[config.mk]
export PLATFORM = sky130hd
export DESIGN_NAME = aes_stream_ctrl
export DESIGN_NICKNAME = d
export VERILOG_FILES = /design/src/rtl/aes_stream_ctrl.sv
export SDC_FILE = /design/constraint.sdc
export NUM_CORES = 2
export LEC_CHECK = 0
export ABC_AREA = 1
export CORE_AREA = 4 4 451 453
export CTS_CLUSTER_DIAMETER = 40
export DETAILED_ROUTE_END_ITERATION = 10
export DIE_AREA = 0 0 455 457
export GPL_ROUTABILITY_DRIVEN = 0
export PLACE_DENSITY_LB_ADDON = 0.2
export RECOVER_POWER = 100
export SLEW_MARGIN = 20
export SYNTH_ARGS = -nofsm -noshare
export SYNTH_HDL_FRONTEND = slang
export SYNTH_SLANG_ARGS = --single-unit
[constraint.sdc]
create_clock -name clock -period 2.01 [get_ports clock]
set_input_delay 0.3015 -clock clock [delete_from_list [all_inputs] [get_ports clock]]
set_output_delay 0.3015 -clock clock [all_outputs]
set_load 0.01 [all_outputs]
[src/rtl/aes_stream_ctrl.sv]
`default_nettype none
// ============================================================================
// Module      : aes_stream_ctrl (with companion package aes_pkg)
// Description : Request/response initiator for a one-shot AES core. It takes
//               a key/mode config, then a valid/ready stream of 128-bit
//               blocks. For each block it issues a single core request and
//               returns the result on a valid/ready output stream.
//               Supported modes are ECB encrypt, ECB decrypt and CTR
//               (keystream XOR).
//
// Ports       : clock      - rising-edge clock
//               reset      - asynchronous, active-low reset
//               cfg_*      - config handshake (key, mode, CTR initial counter)
//               in_*       - input block stream (valid/ready, data, last)
//               out_*      - output block stream (valid/ready, data, last)
//               busy       - high whenever a message is in progress
//               aes_in     - request to the core (enable pulse, func, data)
//               aes_out    - response from the core (ready pulse, data)
//
// Revision    : 1.0 - initial release
// ============================================================================

package aes_pkg;

    // Request to the AES core. enable is a one-cycle strobe; func and data
    // are held stable until the core answers.
    typedef struct packed {
        logic         enable;
        logic [1:0]   func;
        logic [255:0] data;
    } aes_in_type;

    // Response from the AES core. ready is a one-cycle strobe; only the low
    // 128 bits of data carry a block result.
    typedef struct packed {
        logic         ready;
        logic [255:0] data;
    } aes_out_type;

endpackage

module aes_stream_ctrl #(
    parameter logic [1:0] FUNC_KEY = 2'd0,
    parameter logic [1:0] FUNC_ENC = 2'd1,
    parameter logic [1:0] FUNC_DEC = 2'd2
) (
    input  logic                 clock,
    input  logic                 reset,

    input  logic                 cfg_valid,
    output logic                 cfg_ready,
    input  logic [255:0]         cfg_key,
    input  logic [1:0]           cfg_mode,
    input  logic [127:0]         cfg_iv,

    input  logic                 in_valid,
    output logic                 in_ready,
    input  logic [127:0]         in_data,
    input  logic                 in_last,

    output logic                 out_valid,
    input  logic                 out_ready,
    output logic [127:0]         out_data,
    output logic                 out_last,

    output logic                 busy,

    output aes_pkg::aes_in_type  aes_in,
    input  aes_pkg::aes_out_type aes_out
);

    // Internal mode encoding. Config mode 3 is folded into ECB encrypt when
    // latched, so only these three values ever appear in r_mode.
    localparam logic [1:0] c_MODE_ECB_ENC = 2'd0;
    localparam logic [1:0] c_MODE_ECB_DEC = 2'd1;
    localparam logic [1:0] c_MODE_CTR     = 2'd2;

    typedef enum logic [2:0] {
        ST_IDLE     = 3'd0,
        ST_KEY_REQ  = 3'd1,
        ST_KEY_WAIT = 3'd2,
        ST_WAIT_IN  = 3'd3,
        ST_BLK_REQ  = 3'd4,
        ST_BLK_WAIT = 3'd5,
        ST_OUT      = 3'd6
    } state_t;

    state_t         r_state;
    state_t         w_state_nxt;

    logic [1:0]     r_mode;
    logic [127:0]   r_ctr;
    logic [127:0]   r_blk;        // latched input block (XOR operand in CTR)
    logic           r_last;
    logic [1:0]     r_func;       // request func presented to the core
    logic [255:0]   r_data;       // request data presented to the core
    logic           r_out_valid;
    logic [127:0]   r_out_data;
    logic           r_out_last;

    logic           w_cfg_fire;
    logic           w_in_fire;
    logic           w_blk_done;
    logic           w_out_fire;
    logic           w_req;
    logic           w_is_ctr;
    logic [127:0]   w_resp;
    logic           w_unused_resp_hi;

    // ------------------------------------------------------------------
    // Handshake decode. Core ready is only honoured in the wait states;
    // a stray strobe anywhere else has no effect.
    // ------------------------------------------------------------------
    assign w_cfg_fire = (r_state == ST_IDLE)     && cfg_valid;
    assign w_in_fire  = (r_state == ST_WAIT_IN)  && in_valid;
    assign w_blk_done = (r_state == ST_BLK_WAIT) && aes_out.ready;
    assign w_out_fire = (r_state == ST_OUT)      && out_ready;
    assign w_req      = (r_state == ST_KEY_REQ)  || (r_state == ST_BLK_REQ);
    assign w_is_ctr   = (r_mode == c_MODE_CTR);
    assign w_resp     = aes_out.data[127:0];

    // The upper response half only matters for key expansion, which this
    // block never reads back.
    assign w_unused_resp_hi = ^aes_out.data[255:128];

    // ------------------------------------------------------------------
    // State register
    // ------------------------------------------------------------------
    always_ff @(posedge clock or negedge reset) begin
        if (!reset) begin
            r_state <= ST_IDLE;
        end else begin
            r_state <= w_state_nxt;
        end
    end

    // ------------------------------------------------------------------
    // Next-state logic. Request states last exactly one cycle, which is
    // what makes the enable strobe a single-cycle pulse.
    // ------------------------------------------------------------------
    always_comb begin
        w_state_nxt = r_state;
        case (r_state)
            ST_IDLE: begin
                if (cfg_valid) begin
                    w_state_nxt = ST_KEY_REQ;
                end
            end
            ST_KEY_REQ: begin
                w_state_nxt = ST_KEY_WAIT;
            end
            ST_KEY_WAIT: begin
                if (aes_out.ready) begin
                    w_state_nxt = ST_WAIT_IN;
                end
            end
            ST_WAIT_IN: begin
                if (in_valid) begin
                    w_state_nxt = ST_BLK_REQ;
                end
            end
            ST_BLK_REQ: begin
                w_state_nxt = ST_BLK_WAIT;
            end
            ST_BLK_WAIT: begin
                if (aes_out.ready) begin
                    w_state_nxt = ST_OUT;
                end
            end
            ST_OUT: begin
                if (out_ready) begin
                    w_state_nxt = r_out_last ? ST_IDLE : ST_WAIT_IN;
                end
            end
            default: begin
                w_state_nxt = ST_IDLE;
            end
        endcase
    end

    // ------------------------------------------------------------------
    // Config latch and core request registers. func/data are loaded on the
    // accepting handshake so they are already valid in the request cycle
    // and simply stay put until the next load.
    // ------------------------------------------------------------------
    always_ff @(posedge clock or negedge reset) begin
        if (!reset) begin
            r_mode <= c_MODE_ECB_ENC;
            r_ctr  <= '0;
            r_blk  <= '0;
            r_last <= 1'b0;
            r_func <= '0;
            r_data <= '0;
        end else begin
            if (w_cfg_fire) begin
                r_mode <= (cfg_mode == 2'd3) ? c_MODE_ECB_ENC : cfg_mode;
                r_ctr  <= cfg_iv;
                r_func <= FUNC_KEY;
                r_data <= cfg_key;
            end

            if (w_in_fire) begin
                r_blk  <= in_data;
                r_last <= in_last;
                r_func <= (r_mode == c_MODE_ECB_DEC) ? FUNC_DEC : FUNC_ENC;
                r_data <= {128'b0, (w_is_ctr ? r_ctr : in_data)};
            end

            // Counter advances once the keystream for the current value is
            // consumed; natural 128-bit overflow wraps all-ones to zero.
            if (w_blk_done && w_is_ctr) begin
                r_ctr <= r_ctr + 128'd1;
            end
        end
    end

    // ------------------------------------------------------------------
    // Output stream registers
    // ------------------------------------------------------------------
    always_ff @(posedge clock or negedge reset) begin
        if (!reset) begin
            r_out_valid <= 1'b0;
            r_out_data  <= '0;
            r_out_last  <= 1'b0;
        end else begin
            if (w_blk_done) begin
                r_out_valid <= 1'b1;
                r_out_data  <= w_is_ctr ? (w_resp ^ r_blk) : w_resp;
                r_out_last  <= r_last;
            end else if (w_out_fire) begin
                r_out_valid <= 1'b0;
            end
        end
    end

    // ------------------------------------------------------------------
    // Port drive
    // ------------------------------------------------------------------
    assign cfg_ready = (r_state == ST_IDLE);
    assign in_ready  = (r_state == ST_WAIT_IN);
    assign busy      = (r_state != ST_IDLE);
    assign out_valid = r_out_valid;
    assign out_data  = r_out_data;
    assign out_last  = r_out_last;

    always_comb begin
        aes_in        = '0;
        aes_in.enable = w_req;
        aes_in.func   = r_func;
        aes_in.data   = r_data;
    end

endmodule

`default_nettype wire

==> results_dict.tcl <==
set metrics [dict create \
    status "finished, violations left" \
    failed_checks "max-capacitance violations, max-slew violations, negative setup slack" \
    relSlewSlack_pct -7.41 \
    ys_seq_area_share_pct 48.7 \
    clockRootBuffer "clkbuf_16" \
    antenna_found_initial 144 \
    min_path_type "in2reg" \
    fin_ws_ns -0.0174 \
    endpoint_kind "output port" \
    dp_hpwl_um 186000 \
    hold_violations 0 \
    worstPathArrival_ns 1.73 \
    hold_ws_ns 0.0779 \
    final_cells 8699 \
    leakage_nw 25.9 \
    wl_um 230000 \
    yosys-top-cells-area "dfrtp_1, nand2_1, nor2_1, nand3_1, o21ai_0" \
    drive_gt1_share_pct 16.7 \
    slew_violations 164 \
    cts_made_buffers 162 \
    finalInstanceArea_um2 57000 \
    fin_worst_skew_ns 0.0418 \
    insertion_delay_ns 0.81 \
    synth_cell_types 46 \
    fp.dieH_um 457 \
    io_buffers 1040 \
    die_area_um2 208000 \
    cts_tree "built" \
    yosys.area.top_type "dfrtp_1" \
    ff2ff_setup_slack_ns 0.02 \
    p_per_area_nw_per_um2 1470 \
    ant_nets 0 \
    syn_area_um2 33400 \
    required_ns 1.71 \
    ios 1169 \
    drt_first_pass_iters 7 \
    ys_ff_latch 650 \
    yosys_warnings 0 \
    ys.flop_type "dfrtp_1" \
    dr_total_vias 37400 \
    critical_path_class "reg2out" \
    clk_pin_slew_ns 0.05 \
    worstMarginPinSlew_ns 1.61 \
    first_iter_violations 2804 \
    wire_per_inst_um 26.5 \
    num-fill-cells 21700 \
    drc 0 \
    core_area_um2 199000 \
    die_w_um 455 \
    synth_cells 4378 \
    cts_sinks 650 \
    grt_pass1_wl_um 307000 \
    grt_util_all_layers_pct 21.2 \
    syn-num-nets 5156 \
    finalPower_mw 84.0 \
    synth_enable_flop_cells 0 \
    fin_crit_sh_pct 101 \
    area_growth_pct 70.8 \
    max_freq_mhz 493 \
    place_ws_ns -0.221 \
    vias_per_cell 4.30 \
    overflow 0 \
    clock_path_buffers 3 \
    syn_area_per_cell_um2 7.62 \
    synthArstFlopShare_pct 100 \
    core.rowCount 164 \
    setup_viol 1 \
    nets 6645 \
    grt_start_max_net_pins 129 \
    h-tree-depth 4 \
    rsz0062_at_grt "yes" \
    ir_drop_uv 743 \
    crit_path_max_fanout 4 \
    post-route-min-period_ns 2.03 \
    placedCellCount 8293 \
    grt_pass1_vias 36900 \
    start_util_pct 16.8 \
    worstSetupStartpointType "flop" \
    synth_top_area_share_pct 48.7 \
    dpl_cell_area_um2 50100 \
    maxCapViolCount 2 \
]
## final cells by class
class	instances	area [um2]	share of cell area, %
Antenna cell	38	95.1	0.167
Clock buffer	207	4510	7.90
Clock inverter	95	1370	2.40
Inverter	178	728	1.28
Multi-Input combinational cell	3334	16000	28.1
Sequential cell	650	16300	28.6
Tap cell	2656	3320	5.83
Timing Repair Buffer	1539	14700	25.7
Timing Repair inverter	2	22.5	0.0395
## timing repair
| item | in CTS | in global routing |
|---|---|---|
| endpoints found under the hold margin | 611 | 0 |
| setup endpoints to repair | 436 | 169 |
| pin swaps | 7 | 36 |
| cloned | 3 | 7 |
| buffers inserted | 11 | 22 |
| hold buffers | 23 | 0 |
| resized for setup | 477 | 228 |
## synthesized netlist by cell type (4+ instances only)
cell,number
nor2_2,11
nor2_4,15
a221o_1,12
buf_6,4
a21oi_1,50
buf_1,4
clkbuf_1,66
o21ai_0,256
buf_2,114
nand2_2,10
nand4_1,17
o311ai_0,6
buf_4,28
o221ai_1,4
a21boi_0,4
o22ai_1,24
dfrtp_1,650
xor2_1,146
and2_1,5
nor3_1,12
o211ai_1,43
nand3b_1,4
inv_1,168
nand3_1,287
or2_2,5
inv_2,8
nand2_1,1863
a22o_1,128
nor2_1,410
## flip-flops by register name, indices dropped and copies added (netlist names)
name       count
r_data       256
out_data     128
r_blk        128
r_ctr        128
r_state        3
r_func         2
r_mode         2
out_last       1
out_valid      1
r_last         1
## per-layer routing
layer / GRT usage (%) / share of wire [%]
met4: 5.67 / 2.9
met2: 32.6 / 44
met5: 0 / 0.31
met3: 7.25 / 9.1
met1: 28.1 / 44
## cell families after synthesis
family                   after synthesis  share of synthesized area [%]
AO/OA/AOI/OAI                        539                           10.4
flip-flops                           650                           48.7
buffers and inverters                394                           5.27
AND/OR/NAND/NOR                     2647                           31.8
XOR/XNOR                             147                           3.86
adder cells (fa/ha/maj)                1                         0.0375
## cell usage in the layout, fill, tap and decap left out, types with 72 or more instances in the layout
cell type	count
nor2_1	317
xor2_1	146
buf_4	376
nand3_1	283
dfrtp_1	630
dlygate4sd2_1	368
nand2_1	1816
nor2_2	72
o21ai_0	249
clkdlybuf4s50_1	647
clkbuf_16	171
a22o_1	128
inv_1	166
## path summary, 6_finish.rpt
check	end	depth (start not counted)	startpoint
worst max-delay path	in_ready	5	r_state[0]
worst min-delay path	r_data[15]	3	cfg_key[15]
worst max register to register	r_ctr[85]	14	r_ctr[33]
worst min register to register	r_data[29]	2	r_data[29]
max in group asynchronous	r_data[217]	4	reset
min in group asynchronous	r_blk[96]	3	reset
## power by group
part	total (mW)	leakage [nW]	internal [mW]	switching, mW
registers	23.8	8.14	19.1	4.72
clock network	28.1	2.83	18.8	9.34
logic	32.1	14.9	12.6	19.5
total	84.0	25.9	50.4	33.5
## metrics by stage
stage	utilization [%]	setup TNS [ns]
floorplan	-	0
global placement	25.1	-16.75
detailed placement	25.1	-16.94
CTS	28.1	-0.383
global route	28.6	-11.01
finish	28.6	-0.0174
## worst max-delay path, cell delays in order (launching register included)
cell     delay (ns)
dfrtp_2        0.40
buf_6          0.12
inv_4          0.03
nor3_2         0.14
buf_4          0.13
buf_6          0.11
No activity file was read; power rests on OpenSTA's default activity.
